--- config.mk ---
export PLATFORM = sky130hd
export DESIGN_NAME = pc_gen
export DESIGN_NICKNAME = d
export VERILOG_FILES = /design/src/rtl/pc_gen.sv
export SDC_FILE = /design/constraint.sdc
export NUM_CORES = 1
export LEC_CHECK = 0
export CAP_MARGIN = 20
export CORE_ASPECT_RATIO = 0.8
export CORE_MARGIN = 1
export CORE_UTILIZATION = 49
export CTS_BUF_LIST = sky130_fd_sc_hd__clkbuf_16
export DETAILED_ROUTE_END_ITERATION = 10
export PLACE_DENSITY = 0.95
export RECOVER_POWER = 100
export REMOVE_ABC_BUFFERS = 1
export SLEW_MARGIN = 20
export SYNTH_ARGS = -nofsm -noshare
export SYNTH_HDL_FRONTEND = slang
export SYNTH_SLANG_ARGS = --single-unit
--- constraint.sdc ---
create_clock -name clk -period 6.2 [get_ports clk]
set_clock_uncertainty 0.15 [all_clocks]
set_input_delay 1.24 -clock clk [delete_from_list [all_inputs] [get_ports clk]]
set_output_delay 1.24 -clock clk [all_outputs]
set_load 0.01 [all_outputs]
--- src/rtl/pc_gen.sv ---
// pc_gen: program counter / next-PC generator with branch, jump, jr, exception and eret handling.
// Define PC_DELAY_SLOT_EN to build with a MIPS branch-delay slot (redirect lands one fetch late).
module pc_gen #(
  parameter int unsigned ADDR_W   = 32,
  parameter logic [31:0] RESET_PC = 32'h0000_3000,
  parameter logic [31:0] EXC_VEC  = 32'h0000_4180
) (
  input  logic              clk,
  input  logic              rst_n,
  input  logic              stall,
  input  logic [1:0]        redirect_sel,
  input  logic              br_taken,
  input  logic [15:0]       br_imm,
  input  logic [25:0]       j_index,
  input  logic [ADDR_W-1:0] jr_addr,
  input  logic              exc_req,
  input  logic              eret,
  input  logic [ADDR_W-1:0] epc,
  output logic [ADDR_W-1:0] pc,
  output logic [ADDR_W-1:0] pc_plus4,
  output logic [ADDR_W-1:0] pc_plus8,
  output logic              adel,
  output logic              slot_pending
);

  localparam logic [ADDR_W-1:0] RESET_V = RESET_PC[ADDR_W-1:0];
  localparam logic [ADDR_W-1:0] EXC_V   = EXC_VEC[ADDR_W-1:0];

  logic [ADDR_W-1:0] pc_next;
  logic [ADDR_W-1:0] br_offset;
  logic [ADDR_W-1:0] br_target;
  logic [ADDR_W-1:0] jump_target;
  logic [ADDR_W-1:0] redirect_target;
  logic              redirect_active;

  assign pc_plus4  = pc + ADDR_W'(4);
  assign pc_plus8  = pc + ADDR_W'(8);
  assign adel      = |pc[1:0];
  assign br_offset = {{(ADDR_W-18){br_imm[15]}}, br_imm, 2'b00};
  assign br_target = pc_plus4 + br_offset;

  // A 28-bit PC has no region bits above the jump index to carry over.
  generate
    if (ADDR_W > 28) begin : g_jump_region
      assign jump_target = {pc_plus4[ADDR_W-1:28], j_index, 2'b00};
    end else begin : g_jump_flat
      assign jump_target = {j_index, 2'b00};
    end
  endgenerate

  always_comb begin
    redirect_active = 1'b0;
    redirect_target = pc_plus4;
    case (redirect_sel)
      2'b01: begin
        redirect_active = br_taken;
        redirect_target = br_target;
      end
      2'b10: begin
        redirect_active = 1'b1;
        redirect_target = jump_target;
      end
      2'b11: begin
        redirect_active = 1'b1;
        redirect_target = jr_addr;
      end
      default: ;
    endcase
  end

`ifdef PC_DELAY_SLOT_EN
  typedef enum logic {SEQ, SLOT} state_t;

  state_t            state, state_next;
  logic [ADDR_W-1:0] pending, pending_next;

  always_ff @(posedge clk or negedge rst_n) begin
    if (!rst_n) begin
      state   <= SEQ;
      pending <= '0;
      pc      <= RESET_V;
    end else begin
      state   <= state_next;
      pending <= pending_next;
      pc      <= pc_next;
    end
  end

  // In SLOT the queued target wins over whatever redirect the slot instruction presents.
  always_comb begin
    pc_next      = pc_plus4;
    state_next   = state;
    pending_next = pending;
    if (exc_req) begin
      pc_next    = EXC_V;
      state_next = SEQ;
    end else if (eret) begin
      pc_next    = epc;
      state_next = SEQ;
    end else if (stall) begin
      pc_next = pc;
    end else if (state == SLOT) begin
      pc_next    = pending;
      state_next = SEQ;
    end else if (redirect_active) begin
      pending_next = redirect_target;
      state_next   = SLOT;
    end
  end

  assign slot_pending = (state == SLOT);
`else
  always_ff @(posedge clk or negedge rst_n) begin
    if (!rst_n) begin
      pc <= RESET_V;
    end else begin
      pc <= pc_next;
    end
  end

  always_comb begin
    pc_next = pc_plus4;
    if (exc_req) begin
      pc_next = EXC_V;
    end else if (eret) begin
      pc_next = epc;
    end else if (stall) begin
      pc_next = pc;
    end else if (redirect_active) begin
      pc_next = redirect_target;
    end
  end

  assign slot_pending = 1'b0;
`endif

endmodule

After elaboration in Yosys (flattened, before gate mapping)
Cells that the tools add are included.
- add/sub/neg operators: 3
- eq/ne operators: 4
- muxes and demuxes: 6
- reduce and logical (&&, ||, !) cells: 2
- operators with widths (operator ; count):
    32-bit two-way mux ; 4
    32-bit case mux with 3 select lines ; 1
    32-bit by 3-bit adder with 32-bit output (second input constant) ; 1
    32-bit adder ; 1
    32-bit by 4-bit adder with 32-bit output (second input constant) ; 1
    2-bit equality test (second input constant) ; 2
    2-bit OR reduction ; 2
    3-bit by 1-bit inequality test with 1-bit output (second input constant) ; 1
    2-bit by 1-bit equality test with 1-bit output (second input constant) ; 1
    1-bit case mux with 2 select lines ; 1
- bits in registers: 32
- input port bits: 114
- logic and storage cells: 16

Depth between registers and ports, before layout
- word-level depth: 7
- gate-level depth with buffers: 17

Worst setup path after synthesis
No wires, ideal clock.
- path type: register to register
- start: reg pc[4]
- end: reg pc[31]
- arrival time: 3.959 ns
- path slack: 1.967 ns
- cell stages (with the launch flop): 17
- clock period less this slack: 4.233 ns
- cell sequence: dfrtp_1 > ha_1 > nand3_1 > or3_4 > nor4_4 > and3_4 > nand2_4 > xnor2_4 > ha_1 > buf_2 > nand4_1 > nor4_1 > a2111oi_4 > o31ai_2 > xor2_1 > a211oi_1 > o21ai_1
- cells in the longest elaborated chain, start to end: 7
- RTL lines (element ; RTL line ; source):
    start: declaration ; 19 ; output logic [ADDR_W-1:0] pc,
    start signal: assignment ; 117 ; pc <= pc_next;
    32-bit by 3-bit adder with 32-bit output ; 36 ; assign pc_plus4 = pc + ADDR_W'(4);
    named net pc_plus4[21] ; 20 ; output logic [ADDR_W-1:0] pc_plus4,
    32-bit adder ; 40 ; assign br_target = pc_plus4 + br_offset;
    32-bit case mux with 3 select lines ; 54 ; case (redirect_sel)
    32-bit two-way mux ; 129 ; end else if (redirect_active) begin
    32-bit two-way mux ; 127 ; end else if (stall) begin
    32-bit two-way mux ; 125 ; end else if (eret) begin
    32-bit two-way mux ; 123 ; if (exc_req) begin
The timed path passes the listed nets, and every way through them passes these cells. The select of a mux whose other input is x is not followed.
A chain may end at the register's enable or synchronous reset.

Worst setup path in the final report
- start: in redirect_sel[1]
- end: reg pc[4]
- cells in the longest elaborated chain, start to end: 7
- RTL lines (element ; RTL line ; source):
    start: declaration ; 11 ; input logic [1:0] redirect_sel,
    2-bit equality test ; 54 ;
    2-bit OR reduction (no line) ; - ;
    1-bit case mux with 2 select lines ; 54 ;
    32-bit two-way mux (*) ; 129 ;
    32-bit two-way mux (*) ; 127 ;
    32-bit two-way mux (*) ; 125 ;
    32-bit two-way mux (*) ; 123 ;
Mark *: on every way between the ends. The rest lies on a longest branch, timed or not. The select of a mux whose other input is x is not followed.

==> impl_metrics.tcl <==
set metrics [dict create \
    drive_above_1_share_pct 3.725 \
    p_leak_nw 3.216 \
    outcome "finished, violations left" \
    cts.sinks 32 \
    finalCritPeriodShare_pct 90.18 \
    wl_per_cell_um 21.04 \
    setup_viol 0 \
    antenna_cells 0 \
    grt_pass1_vias 6163 \
    post-cts-setup-buffer-count 0 \
    ys_warn_count 0 \
    switching_power_w 0.0004585 \
    p_per_area_nw_per_um2 149.7 \
    gr-usage-all-layers_pct 37.90 \
    fin_util_pct 71.77 \
    critPathArrivalTime_ns 5.66 \
    synth_area_leaders "dfrtp_1 14%, ha_1 8.1%, xnor2_1 6.9%" \
    wl_um 21590 \
    drc 0 \
    power_frac_comb_pct 53.0 \
    core_area_um2 10320 \
    cts_tree "built" \
    final.fill_count 862 \
    maxSlewViolCount 73 \
    globalRouteOverflowTotal 0 \
    dieWidth_um 117.6 \
    tightestPinTransition_ns 2.203 \
    ctsHoldBuffers 0 \
    synth_cell_types 77 \
    dp_hpwl_um 16200 \
    pwr-share-clk_pct 23.1 \
    clk_path_buf_depth 2 \
    p_int_w 0.0006502 \
    die_h_um 94.48 \
    cts_buffers 5 \
    multi_input_area_um2 4063 \
    synth_edf_count 0 \
    slew_headroom_pct -46.90 \
    synth_ff_type "dfrtp_1" \
    antenna_left 0 \
    ys_async_sr_fraction_pct 100.0 \
    dr.first_iter.drc_count 854 \
    die_area_um2 11110 \
    synth.cell_area_um2 5239 \
    viasPerCell 6.302 \
    synth_commonest_cells "79 x nor2_1, 78 x nand2_1, 63 x a21oi_1, 41 x o21ai_0, 41 x xnor2_1" \
    grt_start_max_net_pins 40 \
    cts_resized 0 \
    largest_registers "pc: 32 flops" \
    area_delta_synth_final_pct 41.41 \
    min_path_type "reg2reg" \
    largest-register "pc" \
    required_ns 6.27 \
    p_sw_share_pct 41.35 \
    synth_top_area_share_pct 14.33 \
    worstPathMaxFanout 39 \
    dr.pass1.iters 5 \
    largest_reg_flops 32 \
    hold_viol 0 \
    pin_count 212 \
    antenna_found_initial 0 \
    start_util_pct 50.75 \
    yosysTopAreaCell "dfrtp_1" \
    synth.most_common_cell "nor2_1" \
    max_freq_ghz 0.1789 \
    gp_congestion 1.009 \
    row_count 33 \
    grt_first_pass_wirelength_um 33000 \
    area.sequential_um2 803.3 \
    setup_total_negative_slack_ns 0 \
    fin_nets 1034 \
    clk_latency_ns 0.29 \
    synth.avg_cell_area_um2 7.379 \
    design_area_um2 7408 \
    vias 6466 \
    violations "capacitance limit, slew limit" \
    setup.worst_path.start_class "input pin" \
    root_buffer "clkbuf_16" \
    drv_cap 2 \
    htreeDepth 2 \
    synth-seq-cells 32 \
    dpl_cell_area_um2 7341 \
    worstSetupPathType "in2reg" \
    hold_ws_ns 0.4328 \
    min_period_ns 5.591 \
    ir_drop_mv 0.1137 \
    worst_setup_hold_path_clk_slew_ns 0.06 \
    port_buffers 210 \
    seqPwrFrac_pct 23.9 \
    ys_seq_area_share_pct 15.33 \
    rsz0062_at_grt "false" \
    synthCells 710 \
    end_kind "flip-flop" \
]
[final timing paths]
check                      depth (start not counted)              start                 end  slack [ns]
setup / recovery                                  10    redirect_sel[1]   pc[4]$_DFFE_PN0N_        0.61
hold / removal                                     2  pc[0]$_DFFE_PN0P_   pc[0]$_DFFE_PN0P_        0.43
setup reg to reg                                  14  pc[2]$_DFFE_PN0N_  pc[31]$_DFFE_PN0N_        0.66
hold reg to reg                                    2  pc[0]$_DFFE_PN0P_   pc[0]$_DFFE_PN0P_        0.43
max in group asynchronous                          2              rst_n  pc[14]$_DFFE_PN0N_        2.64
min in group asynchronous                          2              rst_n   pc[0]$_DFFE_PN0P_        1.99
[metrics by stage]
| step | std cells | total power, W | setup slack, ns |
|---|---|---|---|
| global route | 1026 | 0.001154 | 0.5238 |
| floorplan | 660 | 0.0005694 | 1.936 |
| global placement | 1018 | 0.0008534 | 1.594 |
| CTS | 1026 | 0.001114 | 1.301 |
| detailed placement | 1018 | 0.0008604 | 1.449 |
| finish | 1026 | 0.001109 | 0.6088 |
[area by class of cell]
type	count	area share, %
clock buffer	5	1.689
clock inverter	3	0.1858
inverter	22	1.115
multi-input combinational	606	54.84
sequential	32	10.84
tap	140	2.364
timing repair buffer	218	28.96
[worst max-delay path: stages]
cell and delay, ns:
clkdlybuf4s50_1 0.45, clkbuf_1 1.50, inv_1 0.93, nand2_1 0.85, nor2_1 0.11, nor3_1 0.20
a21oi_1 0.07, nor2_1 0.12, a21oi_1 0.06, nor2_1 0.11
[cell usage in the layout, fill, tap and decap left out, drive strengths merged, types with 7 or more instances in the layout]
cell type and n:
o211ai 8, ha 34, a211oi 12, nand4 17, a21o 14, inv 21
nor2 80, nand3 25, dlygate4sd3 88, o21ai 45, clkbuf 8, a21oi 63
and2 8, dfrtp 30, o221ai 9, mux2i 26, xnor2 42, xor2 34
clkdlybuf4s50 121, nor3 9, a221oi 7, nand2 79
[routing by layer]
metal	global-route usage (%)	vias to the layer above	routed length, um
met5	0	-	0
met3	8.877	70	2481
li1	-	2919	-
met1	49.03	3009	9104
met4	14.96	0	663
met2	61.32	468	9340
[cell families after synthesis]
| group | share of synthesized area, % |
|---|---|
| and+or+nand+nor | 23.88 |
| muxes | 6.257 |
| xor gates and xnor gates | 13.06 |
| adders and majority gates | 8.503 |
| AOI/OAI and AO/OA | 26.92 |
| buffers and inverters | 5.971 |
| other | 0.07158 |
| DFF | 15.33 |
[power groups by stage]
stage	logic (W)	registers [W]	clock network, W
after floorplan	0.000301	0.000268	0
after global placement	0.000586	0.000267	0
after detailed placement	0.000592	0.000268	0
after CTS	0.000596	0.000265	0.000253
after global routing	0.000628	0.000267	0.000260
final	0.000588	0.000265	0.000256
No activity file was read; power rests on OpenSTA's default activity.
